`src/rtl/nes_video_pkg.sv`:
```
// rtl/nes_video_pkg.sv - NTSC NES raster constants and pattern mode encodings
package nes_video_pkg;

  localparam int DOTS_NTSC       = 341;
  localparam int LINES_NTSC      = 262;
  localparam int VIS_W           = 256;
  localparam int VIS_H           = 240;
  localparam int PRERENDER_LINE  = 261;
  localparam int VBLANK_SET_LINE = 241;
  localparam int ODD_SKIP_DOT    = 339;

  typedef enum logic [1:0] {
    MODE_SOLID  = 2'd0,
    MODE_BARS   = 2'd1,
    MODE_CHECK  = 2'd2,
    MODE_SCROLL = 2'd3
  } mode_e;

endpackage

```
`src/rtl/nes_pattern_gen.sv`:
```
// rtl/nes_pattern_gen.sv - combinational test pattern for one raster position
module nes_pattern_gen
  import nes_video_pkg::*;
#(
  parameter int P_VIS_W = 256,
  parameter int P_VIS_H = 240
) (
  input  mode_e       i_mode,
  input  logic [7:0]  i_color,
  input  logic [8:0]  i_dot,
  input  logic [8:0]  i_line,
  input  logic [7:0]  i_frame_cnt,
  output logic [7:0]  o_pixel
);

  logic w_visible;

  assign w_visible = (i_dot < 9'(P_VIS_W)) && (i_line < 9'(P_VIS_H));

  // Select the pattern value; blanking area always reads palette index 0
  always_comb begin
    o_pixel = 8'h00;
    if (w_visible) begin
      case (i_mode)
        MODE_SOLID:  o_pixel = i_color;
        MODE_BARS:   o_pixel = {5'b0, i_dot[7:5]};
        MODE_CHECK:  o_pixel = (i_dot[3] ^ i_line[3]) ? i_color : 8'h00;
        MODE_SCROLL: o_pixel = i_dot[7:0] + i_frame_cnt;
        default:     o_pixel = 8'h00;
      endcase
    end
  end

endmodule

```
`src/rtl/nes_video_source.sv`:
```
// rtl/nes_video_source.sv - NES-style raster timing and pixel stream source
module nes_video_source #(
  parameter int DIV   = 4,
  parameter int DOTS  = nes_video_pkg::DOTS_NTSC,
  parameter int LINES = nes_video_pkg::LINES_NTSC,
  parameter int VIS_W = nes_video_pkg::VIS_W,
  parameter int VIS_H = nes_video_pkg::VIS_H
) (
  input  logic        clk,
  input  logic        rst_n,
  input  logic        enable,
  input  logic        render_en,
  input  logic [1:0]  mode,
  input  logic [7:0]  solid_color,
  output logic [7:0]  pixel_out,
  output logic        pixel_ce,
  output logic        h,
  output logic        v,
  output logic        vblank,
  output logic [8:0]  dot,
  output logic [8:0]  line,
  output logic        frame_odd
);

  // Special positions follow the NTSC constants at the native size and scale
  // with the raster otherwise (pre-render is the last line, skip is two dots
  // before line end, vblank starts one line after the visible area).
  localparam int PRE_LINE = (LINES == nes_video_pkg::LINES_NTSC) ?
                            nes_video_pkg::PRERENDER_LINE : LINES - 1;
  localparam int SKIP_DOT = (DOTS == nes_video_pkg::DOTS_NTSC) ?
                            nes_video_pkg::ODD_SKIP_DOT : DOTS - 2;
  localparam int VBL_LINE = (VIS_H == nes_video_pkg::VIS_H) ?
                            nes_video_pkg::VBLANK_SET_LINE : VIS_H + 1;

  localparam logic [8:0] L_DOT_LAST = 9'(DOTS - 1);
  localparam logic [8:0] L_PRE      = 9'(PRE_LINE);
  localparam logic [8:0] L_SKIP     = 9'(SKIP_DOT);
  localparam logic [8:0] L_VBL      = 9'(VBL_LINE);
  localparam logic [7:0] L_PRESC    = 8'(DIV - 1);

  logic [7:0]           r_presc;
  logic [8:0]           r_dot, r_line;
  logic                 r_skip, r_odd;
  logic [7:0]           r_fcnt;
  nes_video_pkg::mode_e r_mode;
  logic [7:0]           r_color;
  logic [7:0]           r_pix;
  logic                 r_ce, r_h, r_v, r_vblank;

  logic                 w_tick;
  logic [8:0]           w_dot_nx, w_line_nx;
  logic                 w_frame_start, w_skip_nx, w_vblank_nx;
  nes_video_pkg::mode_e w_mode_nx;
  logic [7:0]           w_color_nx, w_fcnt_nx, w_pix_nx;

  assign w_tick = enable && (r_presc == L_PRESC);

  // Prescaler: free-runs 0..DIV-1 while enabled, frozen otherwise
  always_ff @(posedge clk or negedge rst_n) begin
    if (!rst_n) begin
      r_presc <= 8'd0;
      r_ce    <= 1'b0;
    end else begin
      r_ce <= w_tick;
      if (enable) r_presc <= w_tick ? 8'd0 : r_presc + 8'd1;
    end
  end

  // Next raster position and the values that ride along with it. The skip
  // decision is taken when entering the skip dot so h can flag that dot as
  // the last of the short line.
  always_comb begin
    w_dot_nx  = r_dot + 9'd1;
    w_line_nx = r_line;
    if (r_skip || (r_dot == L_DOT_LAST)) begin
      w_dot_nx  = 9'd0;
      w_line_nx = (r_skip || (r_line == L_PRE)) ? 9'd0 : r_line + 9'd1;
    end
    w_frame_start = (w_dot_nx == 9'd0) && (w_line_nx == 9'd0);
    w_skip_nx     = (w_line_nx == L_PRE) && (w_dot_nx == L_SKIP) && r_odd && render_en;
    w_mode_nx     = w_frame_start ? nes_video_pkg::mode_e'(mode) : r_mode;
    w_color_nx    = w_frame_start ? solid_color : r_color;
    w_fcnt_nx     = w_frame_start ? r_fcnt + 8'd1 : r_fcnt;
    w_vblank_nx   = r_vblank;
    if (w_dot_nx == 9'd1 && w_line_nx == L_VBL)      w_vblank_nx = 1'b1;
    else if (w_dot_nx == 9'd1 && w_line_nx == L_PRE) w_vblank_nx = 1'b0;
  end

  nes_pattern_gen #(
    .P_VIS_W (VIS_W),
    .P_VIS_H (VIS_H)
  ) u_pattern (
    .i_mode      (w_mode_nx),
    .i_color     (w_color_nx),
    .i_dot       (w_dot_nx),
    .i_line      (w_line_nx),
    .i_frame_cnt (w_fcnt_nx),
    .o_pixel     (w_pix_nx)
  );

  // Counters, frame latches and output registers all advance on the dot tick
  always_ff @(posedge clk or negedge rst_n) begin
    if (!rst_n) begin
      r_dot    <= 9'd0;
      r_line   <= L_PRE;
      r_skip   <= 1'b0;
      r_odd    <= 1'b0;
      r_fcnt   <= 8'd0;
      r_mode   <= nes_video_pkg::MODE_SOLID;
      r_color  <= 8'd0;
      r_pix    <= 8'd0;
      r_h      <= 1'b0;
      r_v      <= 1'b0;
      r_vblank <= 1'b0;
    end else if (w_tick) begin
      r_dot    <= w_dot_nx;
      r_line   <= w_line_nx;
      r_skip   <= w_skip_nx;
      r_fcnt   <= w_fcnt_nx;
      r_mode   <= w_mode_nx;
      r_color  <= w_color_nx;
      r_pix    <= w_pix_nx;
      r_h      <= (w_dot_nx == L_DOT_LAST) || w_skip_nx;
      r_v      <= w_frame_start;
      r_vblank <= w_vblank_nx;
      if (w_frame_start) r_odd <= ~r_odd;
    end
  end

  assign pixel_out = r_pix;
  assign pixel_ce  = r_ce;
  assign h         = r_h;
  assign v         = r_v;
  assign vblank    = r_vblank;
  assign dot       = r_dot;
  assign line      = r_line;
  assign frame_odd = r_odd;

endmodule

```
`config.mk`:
```
export PLATFORM = sky130hd
export DESIGN_NAME = nes_video_source
export DESIGN_NICKNAME = d
export VERILOG_FILES = /design/src/rtl/nes_video_pkg.sv /design/src/rtl/nes_pattern_gen.sv /design/src/rtl/nes_video_source.sv
export SDC_FILE = /design/constraint.sdc
export NUM_CORES = 1
export LEC_CHECK = 0
export ABC_AREA = 1
export CELL_PAD_IN_SITES_DETAIL_PLACEMENT = 0
export CELL_PAD_IN_SITES_GLOBAL_PLACEMENT = 2
export CORE_ASPECT_RATIO = 2
export CORE_MARGIN = 2
export CORE_UTILIZATION = 32
export CTS_CLUSTER_SIZE = 30
export DETAILED_ROUTE_END_ITERATION = 10
export PLACE_DENSITY = 0.92
export SETUP_SLACK_MARGIN = 0.5
export SLEW_MARGIN = 20
export SYNTH_ARGS = -nofsm -noshare
export SYNTH_HDL_FRONTEND = slang
export SYNTH_SLANG_ARGS = --single-unit
```
`constraint.sdc`:
```
create_clock -name clk -period 4.5 [get_ports clk]
set_input_delay 0.675 -clock clk [delete_from_list [all_inputs] [get_ports clk]]
set_output_delay 0.675 -clock clk [all_outputs]
set_load 0.05 [all_outputs]
```
==> impl_metrics.prom <==
# TYPE chip_impl_metric gauge
chip_impl_info{name="crit_path_start",value="line[0]"} 1
chip_impl_metric{name="p_clk_share",unit="%"} 18.9
chip_impl_metric{name="global_route.usage.total",unit="%"} 18.5
chip_impl_metric{name="design.die.area",unit="mm²"} 0.0131
chip_impl_metric{name="cts_max_level",unit=""} 3
chip_impl_metric{name="yosys.area_share.adder",unit="%"} 4.68
chip_impl_metric{name="routed_wirelength",unit="µm"} 11400
chip_impl_metric{name="cts_hold_repair.buffers",unit=""} 0
chip_impl_metric{name="tightest_slew",unit="ps"} 794
chip_impl_metric{name="final_core_util",unit="%"} 42.6
chip_impl_metric{name="layout_worst_path_cycle_share",unit="%"} 84.1
chip_impl_metric{name="io-pin-count",unit=""} 45
chip_impl_metric{name="drc_errors",unit=""} 0
chip_impl_metric{name="fin_setup_tns",unit="ps"} 0
chip_impl_metric{name="routedWlPerCell",unit="µm"} 14.7
chip_impl_metric{name="cts.clk_slew.worst_paths",unit="ps"} 60
chip_impl_metric{name="ant_nets",unit=""} 0
chip_impl_metric{name="placedCellCount",unit=""} 740
chip_impl_info{name="hold_removal_path_class",value="reg2reg"} 1
chip_impl_metric{name="worst_clock_skew",unit="ps"} 7.26
chip_impl_info{name="crit_path_capture",value="pixel_out[7]"} 1
chip_impl_metric{name="critPathRequiredTime",unit="ps"} 4710
chip_impl_metric{name="power_per_cell_area",unit="mW/mm²"} 719
chip_impl_metric{name="yosys.cell_types.count",unit=""} 37
chip_impl_metric{name="start_util",unit="%"} 32.4
chip_impl_metric{name="clkLatencyLatePin",unit="ps"} 330
chip_impl_metric{name="seqPwrFrac",unit="%"} 23.6
chip_impl_info{name="timing.setup.critical_path_class",value="reg2reg"} 1
chip_impl_metric{name="rrSetupSlack",unit="ps"} 710
chip_impl_metric{name="final.setup.worst_slack",unit="ps"} 713
chip_impl_metric{name="routed_via_density",unit=""} 4.88
chip_impl_metric{name="critical-path-max-stage-delay",unit="ps"} 560
chip_impl_metric{name="synthesis.nets",unit=""} 585
chip_impl_metric{name="number_of_global_route_vias_before_repair",unit=""} 3604
chip_impl_metric{name="core_area",unit="mm²"} 0.0121
chip_impl_metric{name="via_count",unit=""} 3784
chip_impl_metric{name="post_route_cells_drive_above_1_share",unit="%"} 15.7
chip_impl_metric{name="clockBufferDepth",unit=""} 2
chip_impl_metric{name="yosys-mux-area-fraction",unit="%"} 0
chip_impl_metric{name="area_delta_synth_final",unit="%"} 31.5
chip_impl_metric{name="chipHeight",unit="µm"} 160
chip_impl_metric{name="wire_length_of_the_first_global_routing_pass",unit="µm"} 18100
chip_impl_metric{name="finalWorstPathRequiredPeriod",unit="ps"} 3790
chip_impl_metric{name="ys_ff_latch",unit=""} 58
chip_impl_metric{name="setup_viol_count_final",unit=""} 0
chip_impl_metric{name="ys.warnings.count",unit=""} 0
chip_impl_metric{name="final-hold-violation-count",unit=""} 0
chip_impl_metric{name="grt_start_max_net_pins",unit=""} 59
chip_impl_metric{name="cell_internal_pwr",unit="mW"} 1.89
chip_impl_info{name="setup.worst_path.end_class",value="flop"} 1
chip_impl_metric{name="fin_nets",unit=""} 652
chip_impl_info{name="synth_top_family_by_area",value="simple AND/OR/NAND/NOR gates"} 1
chip_impl_metric{name="synthesis.area",unit="mm²"} 0.00390
chip_impl_metric{name="syn_inst",unit=""} 557
chip_impl_metric{name="synthesis.area_per_instance",unit="µm²"} 7.00
chip_impl_metric{name="net-switching-power",unit="mW"} 1.80
chip_impl_metric{name="antenna_cells",unit=""} 0
chip_impl_metric{name="grt_overflow_total",unit=""} 0
chip_impl_info{name="timing.critical_path.from_type",value="flop"} 1
chip_impl_metric{name="dr.pass1.iters",unit=""} 4
chip_impl_metric{name="floorplan.die.width",unit="µm"} 82.1
chip_impl_metric{name="max_freq",unit="MHz"} 264
chip_impl_metric{name="maxSlewHeadroom",unit="%"} 47.1
chip_impl_metric{name="place.gp.congestion",unit=""} 0.844
chip_impl_metric{name="detailedPlace.worstSlack",unit="ps"} 285
chip_impl_info{name="run_status",value="finished clean"} 1
chip_impl_info{name="critical_path.slowest_cell",value="sky130_fd_sc_hd__dfstp_2"} 1
chip_impl_metric{name="pwr-share-comb",unit="%"} 57.5
chip_impl_metric{name="timing_max_transition_violations_final",unit=""} 0
chip_impl_info{name="cp_common_cell",value="sky130_fd_sc_hd__nand2_1"} 1
chip_impl_metric{name="cts_num_sinks",unit=""} 58
chip_impl_metric{name="cellLeakagePower",unit="nW"} 2.46
chip_impl_info{name="tritoncts",value="yes"} 1
chip_impl_info{name="r2r-start",value="line[0]"} 1
chip_impl_metric{name="switching_share",unit="%"} 48.7
chip_impl_metric{name="peakVddDrop",unit="µV"} 357
chip_impl_metric{name="area_fraction_in_compound_gates_after_synthesis",unit="%"} 9.27
chip_impl_info{name="rsz_0062_raised_after_global_routing",value="false"} 1
chip_impl_metric{name="floorplan.rows",unit=""} 57
chip_impl_metric{name="numPortBuffers",unit=""} 44
chip_impl_metric{name="synthXorXnorAreaFrac",unit="%"} 4.71
chip_impl_info{name="r2r_end",value="pixel_out[7]"} 1
chip_impl_metric{name="p_total",unit="mW"} 3.69
chip_impl_metric{name="drt_iter0_drc",unit=""} 160
chip_impl_metric{name="number_of_antenna_violations_at_the_first_check_in_global_routing",unit=""} 0
chip_impl_metric{name="finish.cell_count_without_fillers",unit=""} 776
chip_impl_info{name="clock-root-buffer",value="sky130_fd_sc_hd__clkbuf_16"} 1
chip_impl_metric{name="worst-r2r-cell-count",unit=""} 28
chip_impl_metric{name="path_max_fanout",unit=""} 8
chip_impl_metric{name="maxCapViolations",unit=""} 0
chip_impl_metric{name="synth.yosys.seq_area_share",unit="%"} 37.3
chip_impl_metric{name="synth_simple_gate_area_share",unit="%"} 35.1
chip_impl_metric{name="cts-buffers-inserted",unit=""} 9
chip_impl_metric{name="detailedPlacementHpwl",unit="µm"} 8500
chip_impl_metric{name="arrival",unit="ps"} 4000
worst min-delay path by stage:
stage                           from         end  slack (ps)  depth (start not counted)
final                     r_color[0]  r_color[0]         470                          2
after global routing      r_presc[7]  r_presc[7]         500                          1
after CTS                 r_color[0]  r_color[0]         480                          2
after detailed placement  r_color[0]  r_color[0]         470                          2
after global placement    r_color[0]  r_color[0]         460                          2
after floorplan                rst_n      dot[0]         380                          0
registers in the layout, indices dropped and copies added, names as in the netlist:
signal / flops
pixel_ce: 1
pixel_out: 8
r_skip: 1
frame_odd: 1
line: 9
r_fcnt: 8
r_color: 8
r_mode: 2
v: 1
vblank: 1
dot: 9
r_presc: 8
h: 1
per-stage QoR:
| stage | area, µm² | hold slack, ps |
|---|---|---|
| floorplan | 3900 | 379 |
| global placement | 4480 | 459 |
| detailed placement | 4480 | 466 |
| CTS | 4850 | 480 |
| global route | 5130 | 504 |
| finish | 5130 | 475 |
what timing repair did:
action,CTS,global route
setup endpoints to repair,3,4
gates resized for setup,8,35
buffers inserted,0,19
gates cloned,1,0
pin swaps,2,14
cells in the final DEF (no fill, tap or decap), types with 2 or more instances in the layout:
master,synthesis,layout
sky130_fd_sc_hd__a21oi_1,10,9
sky130_fd_sc_hd__and3_1,2,2
sky130_fd_sc_hd__inv_2,5,8
sky130_fd_sc_hd__nor2_1,49,42
sky130_fd_sc_hd__a211oi_2,0,2
sky130_fd_sc_hd__clkinv_2,1,3
sky130_fd_sc_hd__dfstp_2,3,3
sky130_fd_sc_hd__xnor2_1,4,4
sky130_fd_sc_hd__ha_4,0,4
sky130_fd_sc_hd__buf_4,2,21
sky130_fd_sc_hd__nor2_2,4,6
sky130_fd_sc_hd__nor3_2,1,2
sky130_fd_sc_hd__nand2_1,174,168
sky130_fd_sc_hd__nor2_4,3,8
sky130_fd_sc_hd__nand3_1,48,46
sky130_fd_sc_hd__nand2_2,5,11
sky130_fd_sc_hd__xor2_1,17,16
sky130_fd_sc_hd__o21ai_0,42,40
sky130_fd_sc_hd__ha_1,13,8
sky130_fd_sc_hd__nand4_1,8,8
sky130_fd_sc_hd__nor3_1,8,7
sky130_fd_sc_hd__clkdlybuf4s50_1,0,43
sky130_fd_sc_hd__inv_1,64,61
sky130_fd_sc_hd__dfrtp_1,55,55
sky130_fd_sc_hd__nand3_2,3,4
sky130_fd_sc_hd__nand2_4,3,3
sky130_fd_sc_hd__o21ai_1,11,13
sky130_fd_sc_hd__clkbuf_8,0,2
sky130_fd_sc_hd__clkbuf_16,0,9
routing by layer:
layer	vias to the layer above	share of wire, %	track usage, %
met1	1782	37	19.6
li1	1909	-	-
met2	77	58	35.2
met3	16	2.4	2.94
met5	-	0	0
met4	0	2.1	5.83
synthesized netlist by cell type (all sizes together):
master   count  area, µm²
buf          6       53.8
nor3         9       50.1
a21oi       10       50.1
o2111ai      1       8.76
a211oi       2       15.0
clkbuf       6       22.5
ha          13        163
nor2        56        243
inv         69        259
o211ai       1       7.51
nand4        8       50.1
nand3b       1       7.51
nor4         1       12.5
or3          1       6.26
nand3       51        270
dfstp        3       78.8
o21ai       53        265
o31ai        1       7.51
and3         2       12.5
fa           1       20.0
a21o         1       7.51
clkinv       3       12.5
dfrtp       55       1380
nand2      182        718
xor2        17        149
xnor2        4       35.0
power by group through the flow:
stage / combinational, mW / sequential, mW / clock (mW)
finish: 2.12 / 0.872 / 0.697
global route: 2.33 / 0.900 / 0.743
CTS: 1.91 / 0.871 / 0.715
detailed placement: 1.86 / 0.878 / 0
global placement: 1.85 / 0.874 / 0
floorplan: 1.00 / 1.17 / 0
logic make-up after synthesis:
family,count (synthesis)
AND/OR/NAND/NOR,311
adder cells (fa/ha/maj),14
buffers and inverters,84
XOR/XNOR,21
AO/OA/AOI/OAI,69
flip-flops,58
layout make-up:
cell class | count | area [µm²]
Fill cell | 1227 | 6920
Multi-Input combinational cell | 416 | 2280
Sequential cell | 58 | 1460
Timing Repair Buffer | 67 | 628
Inverter | 72 | 278
Clock buffer | 11 | 253
Tap cell | 147 | 184
Clock inverter | 5 | 52.6
critical path: cells and delay by family, from the launching register on:
family	cells	cell delay, ps
AO/OA/AOI/OAI	2	400
AND/OR/NAND/NOR	18	1510
buffers and inverters	4	360
adder cells (fa/ha/maj)	2	440
flip-flops	1	560
XOR/XNOR	2	400
(Power assumes the default switching activity.)
